`src/rtl/display_scanner.sv`:
```
// display_scanner
//
// Time-multiplexed driver for a row of common-anode seven-segment digits.
// One digit slot is selected at a time. Its nibble is presented on `digit`
// for an external seven-segment decoder, and its active-low anode is pulled
// low. Each slot starts with a dead-time (blank) interval so the decoder can
// settle before the digit lights. This prevents ghosting. Newly loaded
// values are held in `pending` and copied into `shown` only at a frame
// boundary, so a frame never mixes two values.
//
// Ports:
//   clk        : system clock, rising edge
//   reset      : synchronous, active-high; clears all state and outputs
//   value      : 4*NUM_DIGITS hex value, nibble i feeds slot i (slot 0 = LSD)
//   load       : one-cycle strobe, captures `value` into the pending register
//   enable     : level, scanning runs while high
//   lz_blank   : level, suppress leading-zero digits when high
//   digit      : nibble of the current slot (registered)
//   anodes     : active-low digit enables, at most one low (registered)
//   frame_done : one-cycle pulse after the last slot's drive phase (registered)
module display_scanner #(
    parameter int NUM_DIGITS   = 4,
    parameter int REFRESH_DIV  = 50000,
    parameter int BLANK_CYCLES = 1000
) (
    input  logic                    clk,
    input  logic                    reset,
    input  logic [4*NUM_DIGITS-1:0] value,
    input  logic                    load,
    input  logic                    enable,
    input  logic                    lz_blank,
    output logic [3:0]              digit,
    output logic [NUM_DIGITS-1:0]   anodes,
    output logic                    frame_done
);

    localparam int VW    = 4 * NUM_DIGITS;
    localparam int IDX_W = (NUM_DIGITS > 1) ? $clog2(NUM_DIGITS) : 1;
    localparam int CNT_W = (REFRESH_DIV > 1) ? $clog2(REFRESH_DIV) : 1;

    localparam logic [IDX_W-1:0] LAST_IDX  = IDX_W'(NUM_DIGITS - 1);
    localparam logic [CNT_W-1:0] BLANK_END = CNT_W'(BLANK_CYCLES - 1);
    localparam logic [CNT_W-1:0] SLOT_END  = CNT_W'(REFRESH_DIV - 1);

    typedef enum logic [1:0] {
        IDLE  = 2'd0,
        BLANK = 2'd1,
        DRIVE = 2'd2
    } state_t;

    state_t            state, state_nx;
    logic [VW-1:0]     pending, pending_nx;
    logic [VW-1:0]     shown, shown_nx;
    logic [IDX_W-1:0]  idx, idx_nx;
    logic [CNT_W-1:0]  cnt, cnt_nx;
    logic [3:0]        digit_nx;
    logic [NUM_DIGITS-1:0] anodes_nx;
    logic              frame_done_nx;

    // Anode pattern for the drive phase of slot i. Slot i (i >= 1) stays dark
    // when leading-zero blanking is on and nibbles i..NUM_DIGITS-1 are all zero.
    function automatic logic [NUM_DIGITS-1:0] drive_anodes(
        input logic [IDX_W-1:0] i,
        input logic [VW-1:0]    v,
        input logic             lz
    );
        logic upper_zero;
        logic [NUM_DIGITS-1:0] a;
        upper_zero = 1'b1;
        for (int k = 0; k < NUM_DIGITS; k++) begin
            if (k >= int'(i) && v[4*k +: 4] != 4'h0)
                upper_zero = 1'b0;
        end
        a = '1;
        if (!(lz && i != '0 && upper_zero))
            a[i] = 1'b0;
        return a;
    endfunction

    function automatic logic [3:0] nibble_of(
        input logic [VW-1:0]    v,
        input logic [IDX_W-1:0] i
    );
        return v[4*int'(i) +: 4];
    endfunction

    always_comb begin
        state_nx      = state;
        idx_nx        = idx;
        cnt_nx        = cnt;
        shown_nx      = shown;
        pending_nx    = load ? value : pending;
        digit_nx      = digit;
        anodes_nx     = anodes;
        frame_done_nx = 1'b0;

        case (state)
            IDLE: begin
                idx_nx    = '0;
                cnt_nx    = '0;
                anodes_nx = '1;
                if (enable)
                    state_nx = BLANK;
            end
            BLANK: begin
                if (!enable) begin
                    state_nx  = IDLE;
                    idx_nx    = '0;
                    cnt_nx    = '0;
                    anodes_nx = '1;
                end else if (cnt == BLANK_END) begin
                    state_nx  = DRIVE;
                    cnt_nx    = cnt + CNT_W'(1);
                    anodes_nx = drive_anodes(idx, shown, lz_blank);
                end else begin
                    cnt_nx = cnt + CNT_W'(1);
                end
            end
            DRIVE: begin
                if (!enable) begin
                    state_nx  = IDLE;
                    idx_nx    = '0;
                    cnt_nx    = '0;
                    anodes_nx = '1;
                end else if (cnt == SLOT_END) begin
                    state_nx      = BLANK;
                    cnt_nx        = '0;
                    anodes_nx     = '1;
                    frame_done_nx = (idx == LAST_IDX);
                    idx_nx        = (idx == LAST_IDX) ? '0 : idx + IDX_W'(1);
                end else begin
                    cnt_nx = cnt + CNT_W'(1);
                end
            end
            default: begin
                state_nx  = IDLE;
                idx_nx    = '0;
                cnt_nx    = '0;
                anodes_nx = '1;
            end
        endcase

        // Entering BLANK: a frame boundary latches the new value (a load in
        // this same cycle bypasses pending), and the decoder input is updated
        // here so it is stable well before the anode turns on.
        if (state_nx == BLANK && state != BLANK) begin
            if (idx_nx == '0)
                shown_nx = load ? value : pending;
            digit_nx = nibble_of(shown_nx, idx_nx);
        end
    end

    always_ff @(posedge clk) begin
        if (reset) begin
            state      <= IDLE;
            pending    <= '0;
            shown      <= '0;
            idx        <= '0;
            cnt        <= '0;
            digit      <= 4'h0;
            anodes     <= '1;
            frame_done <= 1'b0;
        end else begin
            state      <= state_nx;
            pending    <= pending_nx;
            shown      <= shown_nx;
            idx        <= idx_nx;
            cnt        <= cnt_nx;
            digit      <= digit_nx;
            anodes     <= anodes_nx;
            frame_done <= frame_done_nx;
        end
    end

endmodule

```
`config.mk`:
```
export PLATFORM = sky130hd
export DESIGN_NAME = display_scanner
export DESIGN_NICKNAME = d
export VERILOG_FILES = /design/src/rtl/display_scanner.sv
export SDC_FILE = /design/constraint.sdc
export NUM_CORES = 1
export LEC_CHECK = 0
export CORE_UTILIZATION = 56
export CTS_BUF_LIST = sky130_fd_sc_hd__clkbuf_8
export DETAILED_ROUTE_END_ITERATION = 10
export PLACE_DENSITY = 0.79
export SETUP_SLACK_MARGIN = 0.1
export SYNTH_ARGS = -nofsm -noshare
export SYNTH_HDL_FRONTEND = slang
export SYNTH_SLANG_ARGS = --single-unit
export TNS_END_PERCENT = 30
```
`constraint.sdc`:
```
create_clock -name clk -period 3.8 [get_ports clk]
set_clock_uncertainty 0.15 [all_clocks]
set_input_delay 0.76 -clock clk [delete_from_list [all_inputs] [get_ports clk]]
set_output_delay 0.76 -clock clk [all_outputs]
set_load 0.005 [all_outputs]
```
==> results.py, run 1 <==
metrics = {
    "outcome": {
        "status": "finished clean",
    },
    "yosys": {
        "yosys.area.top_type_share_pct": 41.7,
        "synth.area.top_cells": "dfxtp_1 42%, mux2i_1 7.3%, nor2_1 6.4%, mux2_4 5.5%, ha_1 4.6%",
        "ys_types": 49,
        "syn_area_um2": 2740,
        "synth_cells": 282,
        "ys_async_sr_fraction_pct": 0,
        "synth-edff-count": 0,
        "synth_nets": 313,
        "synth_flop_cell": "dfxtp_1",
        "ys_seq_area_share_pct": 41.7,
        "synth_area_leader_cell": "dfxtp_1",
        "ys_seq_elements": 57,
        "yosysWarnings": 0,
        "syn_area_per_cell_um2": 9.70,
    },
    "pwr": {
        "leakagePower_nw": 1.23,
        "p_int_uw": 965,
        "p_switching_uw": 333,
        "swShare_pct": 25.7,
        "power.density_nw_per_um2": 401,
        "clkPwrFrac_pct": 37.8,
        "power_frac_comb_pct": 12.7,
        "pwr-share-seq_pct": 49.5,
        "peakVddDrop_mv": 0.234,
    },
    "clock_network": {
        "clk_latency_ns": 0.34,
        "cts_hold_buffers": 0,
        "cts_root_buf": "clkbuf_8",
        "clk_path_buf_depth": 2,
        "clkTransAtPathRegs_ns": 0.06,
        "cts_sinks": 57,
        "h-tree-depth": 3,
        "cts_resized": 0,
        "tritoncts": "yes",
        "post-cts-setup-buffer-count": 0,
        "cts_buffers": 9,
    },
    "grt": {
        "grt.total_usage_pct": 22.8,
        "grtUsageMet1_pct": 31.9,
        "top_usage_layer": "met2",
        "first_global_vias": 1938,
        "grt_remaining_overflow": 0,
        "grtUsageMet3_pct": 3.89,
        "antenna_found_initial": 0,
        "grt_max_degree": 42,
        "grt_pass1_wl_mm": 8.94,
        "grtUsageMet2_pct": 33.4,
    },
    "setup_path": {
        "path_class": "reg -> reg",
        "cp_cell_sequence": "ha_1, nand3_2, or4_1, nor4_1, a21o_1, a221oi_1, o21ai_4, mux2_2",
        "cp_slowest_cell": "or4_1",
        "timing.rr.start": "cnt[0]$_SDFF_PP0_",
        "slowest_delay_ns": 0.53,
        "crit_buf_inv": 0,
        "endpoint_kind": "flip-flop",
        "r2r_end": "shown[4]$_SDFFE_PP0P_",
        "crit_path_start": "cnt[0]$_SDFF_PP0_",
        "crit_fanout": 12,
        "worstRegToRegCells": 8,
        "crit_path_start_kind": "flip-flop",
        "r2r_slack_ns": 0.67,
        "crit_arrival_ns": 3.21,
        "critPathTopFamily": "simple AND/OR/NAND/NOR gates",
        "crit_required_ns": 3.88,
    },
    "flow_run": {
        "cap_violations": 0,
    },
    "drt": {
        "ant_nets": 0,
        "finalWirelength_mm": 5.43,
        "vias": 2082,
        "wl_per_cell_um": 14.1,
        "dr.pass1.iters": 4,
        "drc": 0,
        "via_per_inst": 5.41,
        "drt_iter0_markers": 219,
    },
    "placed_design": {
        "gp_congestion": 0.832,
        "dp_slack_ns": 0.556,
        "port_buffers": 29,
        "hpwl_mm": 3.63,
    },
    "sta": {
        "rsz0062_at_grt": "no",
        "timing.final.crit_share_pct": 82.5,
        "fmax_mhz": 319,
        "tightestPinTransition_ns": 0.673,
        "fin_setup_tns_ns": 0,
        "finalSetupViolCount": 0,
        "maxSlewViolCount": 0,
        "setup_ws_ns": 0.666,
        "hold_viol_final": 0,
        "slew_headroom_pct": 54.9,
        "layout_min_cycle_time_ns": 3.13,
    },
    "die": {
        "die-area_um2": 5170,
        "core_um2": 4720,
        "initial_core_util_pct": 57.9,
        "pin_count": 30,
        "placementRows": 25,
        "die-height_um": 71.9,
        "die_x_um": 71.9,
    },
    "min_path": {
        "whs_endpoint": "cnt[0]$_SDFF_PP0_",
        "hold_start": "cnt[0]$_SDFF_PP0_",
        "hold_path_depth": 1,
        "hold_path_class": "reg -> reg",
    },
    "cells_and_area": {
        "multi_input_comb_area_um2": 1510,
        "drive_gt1_share_pct": 13.2,
        "num-nets-final": 344,
        "final_util_pct": 68.6,
        "register_area_um2": 1140,
        "n_antenna_cell": 0,
        "area.growth.synth_to_final_pct": 18.4,
        "fillCellCount": 370,
    },
}
-- layout make-up --
class / count / share of cell area (%)
inverter: 7 / 0.811
clock buffer: 10 / 4.25
tap: 67 / 2.59
sequential: 57 / 35.2
clock inverter: 6 / 1.04
multi-input combinational: 207 / 46.7
timing repair buffer: 31 / 9.42
-- layout by cell type, fill, tap and decap left out, drive strengths merged, types with 2 or more instances in the layout --
cell / n
or4: 2
mux2i: 20
a21o: 3
nand3: 7
nor2b: 12
o211ai: 4
o21ai: 7
buf: 2
or2: 3
inv: 7
ha: 10
nand4: 2
and3: 5
a21oi: 7
nor3: 3
nand2: 16
clkbuf: 10
mux2: 12
nor4: 7
nor2: 48
nor4b: 2
dfxtp: 57
clkinv: 6
xor2: 7
o21a: 4
xnor2: 6
clkdlybuf4s50: 29
a211oi: 5
-- flip-flops by register name, summed over array words and instances (netlist names) --
signal,cells
shown,12
state,2
cnt,16
idx,2
frame_done,1
anodes,4
pending,16
digit,4
-- Yosys cell counts (2+ instances only) --
cell type	count
a211oi_1	5
a21o_1	3
a21oi_1	7
and3_1	5
clkbuf_1	9
dfxtp_1	57
ha_1	10
inv_1	7
mux2_2	2
mux2_4	10
mux2i_1	20
nand2_1	16
nand3_1	6
nand4_1	2
nor2_1	47
nor2b_1	12
nor3_1	2
nor4_1	5
nor4_4	2
nor4b_1	2
o211ai_1	4
o21a_1	4
o21ai_0	6
or2_2	3
xnor2_1	6
xor2_1	7
-- through the flow --
step / hold WS (ns) / cell area (um2) / std cells / power, mW
after floorplan: 0.263 / 2740 / 282 / 0.768
after global placement: 0.273 / 3070 / 369 / 0.815
after detailed placement: 0.291 / 3070 / 369 / 0.819
after CTS: 0.300 / 3240 / 385 / 1.30
after global routing: 0.335 / 3240 / 385 / 1.35
final: 0.294 / 3240 / 385 / 1.30
-- power groups by stage --
stage          combinational (mW)  sequential (mW)  clock, mW
5_1_grt                     0.180            0.646      0.522
3_5_place_dp                0.163            0.655          0
6_report                    0.166            0.643      0.490
3_3_place_gp                0.160            0.655          0
4_1_cts                     0.166            0.643      0.494
2_1_floorplan               0.117            0.651          0
-- how the worst max path moves through the flow --
| stage | endpoint | slack, ns | cells after the start |
|---|---|---|---|
| final | shown[4]$_SDFFE_PP0P_ | 0.67 | 8 |
| after global routing | shown[4]$_SDFFE_PP0P_ | 0.48 | 9 |
| after CTS | shown[4]$_SDFFE_PP0P_ | 0.66 | 8 |
| after detailed placement | shown[12]$_SDFFE_PP0P_ | 0.56 | 7 |
| after global placement | shown[14]$_SDFFE_PP0P_ | 0.64 | 7 |
| after floorplan | shown[10]$_SDFFE_PP0P_ | 1.11 | 10 |
-- logic make-up after synthesis --
| group | Yosys count | share of synthesized area, % |
|---|---|---|
| and+or+nand+nor | 115 | 23.5 |
| DFF | 57 | 41.7 |
| AOI/OAI and AO/OA | 37 | 9.37 |
| muxes | 32 | 13.6 |
| buffers and inverters | 18 | 3.02 |
| xor gates and xnor gates | 13 | 4.16 |
| adders and majority gates | 10 | 4.57 |
-- per-layer routing --
metal / up-vias / part of all wire (%)
met5: - / 0
met4: 0 / 2.4
met3: 11 / 4.6
met2: 60 / 44
met1: 958 / 49
li1: 1053 / -
Power figures use the tool's default switching activity.
==> run 2, diff against run 1 <==
- CORE_UTILIZATION: 56 -> 52
- PLACE_DENSITY: 0.79 -> 0.77
- clock period: 3.8 -> 2.8 ns (I/O delays scaled with it)
==> run 2 against run 1 <==
Against the previous run: sequential power up 35%; highest routed layer unchanged; largest cell class unchanged; worst setup slack got worse by 0.47 ns; design area increased by 5.9%; die area is 7.5% higher; global-route usage is 1.2 points lower; hold slack gained 0.0028 ns.
==> results.py, run 2 (synthesis results as in run 1) <==
metrics = {
    "setup_path": {
        "crit_fanout": 8,
        "r2r_slack_ns": 0.19,
        "r2r_end": "shown[11]$_SDFFE_PP0P_",
        "endpoint_kind": "flip-flop",
        "timing.rr.start": "cnt[0]$_SDFF_PP0_",
        "crit_required_ns": 2.87,
        "crit_arrival_ns": 2.68,
        "worstRegToRegCells": 9,
        "path_class": "reg -> reg",
        "crit_path_start_kind": "flip-flop",
    },
    "cells_and_area": {
        "num-nets-final": 360,
        "final_util_pct": 67.6,
        "drive_gt1_share_pct": 18.0,
        "n_antenna_cell": 0,
        "layout_common_cells": "57 x dfxtp_1, 47 x nor2_1, 29 x clkdlybuf4s50_1",
        "area.growth.synth_to_final_pct": 25.4,
        "fillCellCount": 394,
        "final_cells": 404,
        "top_regs": "cnt (16), pending (16), shown (12)",
        "layout_commonest_cell": "dfxtp_1",
    },
    "pwr": {
        "power.density_nw_per_um2": 548,
        "peakVddDrop_mv": 0.370,
        "total_power_mw": 1.88,
        "leakagePower_nw": 1.32,
    },
    "drt": {
        "drt_iter0_markers": 118,
        "via_per_inst": 5.24,
        "finalWirelength_mm": 5.39,
        "drc": 0,
        "ant_nets": 0,
        "wl_per_cell_um": 13.3,
        "dr.pass1.iters": 4,
        "vias": 2118,
    },
    "sta": {
        "fin_setup_tns_ns": 0,
        "fmax_mhz": 383,
        "finalSetupViolCount": 0,
        "layout_min_cycle_time_ns": 2.61,
        "timing.final.crit_share_pct": 93.1,
        "tightestPinTransition_ns": 0.667,
        "rsz0062_at_grt": "no",
        "maxSlewViolCount": 0,
        "hold_viol_final": 0,
        "slew_headroom_pct": 55.3,
        "setup_ws_ns": 0.192,
    },
    "outcome": {
        "status": "finished clean",
    },
    "clock_network": {
        "clk_latency_ns": 0.33,
        "clkTransAtPathRegs_ns": 0.07,
        "tritoncts": "yes",
        "cts_root_buf": "clkbuf_8",
        "post-cts-setup-buffer-count": 0,
        "cts_buffers": 9,
        "h-tree-depth": 3,
        "cts_hold_buffers": 0,
        "cts_sinks": 57,
        "clk_path_buf_depth": 2,
    },
    "die": {
        "die-height_um": 74.5,
        "placementRows": 26,
        "die-area_um2": 5560,
        "core_um2": 5070,
        "initial_core_util_pct": 53.9,
        "die_x_um": 74.5,
        "pin_count": 30,
    },
    "grt": {
        "grt_max_degree": 42,
        "grt_pass1_wl_mm": 9.01,
        "grt.total_usage_pct": 21.6,
        "first_global_vias": 1948,
        "antenna_found_initial": 0,
        "grt_remaining_overflow": 0,
    },
    "placed_design": {
        "port_buffers": 29,
        "gp_congestion": 0.893,
        "hpwl_mm": 3.81,
        "dp_cells": 388,
        "dp_slack_ns": 0.0905,
    },
    "flow_run": {
        "cap_violations": 0,
    },
    "min_path": {
        "hold_path_depth": 1,
        "whs_endpoint": "cnt[0]$_SDFF_PP0_",
        "hold_path_class": "reg -> reg",
        "hold_start": "cnt[0]$_SDFF_PP0_",
    },
}
==> run 2: how the worst max path moves through the flow <==
stage                        startpoint                      to  slack [ns]
floorplan             cnt[0]$_SDFF_PP0_  shown[10]$_SDFFE_PP0P_        0.11
global placement                 enable   shown[9]$_SDFFE_PP0P_        0.12
detailed placement    cnt[0]$_SDFF_PP0_  shown[10]$_SDFFE_PP0P_        0.09
CTS                   cnt[0]$_SDFF_PP0_  shown[10]$_SDFFE_PP0P_        0.13
global route        state[1]$_SDFF_PP0_      cnt[14]$_SDFF_PP0_        0.11
finish                cnt[0]$_SDFF_PP0_  shown[11]$_SDFFE_PP0P_        0.19
==> run 2: cell type report <==
| type | instances | area [um2] | share of cell area [%] |
|---|---|---|---|
| Sequential cell | 57 | 1140 | 33.2 |
| Timing Repair Buffer | 47 | 438 | 12.8 |
| Tap cell | 70 | 87.6 | 2.55 |
| Inverter | 7 | 26.3 | 0.766 |
| Multi-Input combinational cell | 207 | 1540 | 45.0 |
| Clock inverter | 6 | 58.8 | 1.71 |
| Clock buffer | 10 | 138 | 4.01 |
==> run 2: per-stage QoR <==
step / cell area [um2] / hold slack (ns)
after floorplan: 2740 / 0.263
after global placement: 3210 / 0.274
after detailed placement: 3210 / 0.287
after CTS: 3410 / 0.295
after global routing: 3430 / 0.323
final: 3430 / 0.296
==> run 2: report_power, final <==
part	internal (mW)	switching, mW
Combinational	0.146	0.109
Clock	0.428	0.327
Sequential	0.850	0.0202
Total	1.42	0.456
==> run 2: layer usage <==
| metal | share of wire (%) | GRT usage, % |
|---|---|---|
| met1 | 51 | 30.3 |
| met5 | 0 | 0 |
| met4 | 1.4 | 10.7 |
| met3 | 3.1 | 3.93 |
| met2 | 45 | 31.9 |
==> run 2: critical path, cell delays in order (launching register included) <==
cell and delay, ns:
dfxtp_1 0.35, ha_1 0.19, nand3_2 0.12, or4_4 0.48
nor4_4 0.27, a21o_1 0.16, a221oi_2 0.07, o21ai_4 0.26
buf_12 0.17, mux2_4 0.30
==> run 2: repair_timing <==
action / CTS / global route
gates cloned: 0 / 0
endpoints found under the hold margin: 0 / 0
endpoints found under the setup margin: 8 / 10
pin swaps: 0 / 3
gates resized for setup: 1 / 4
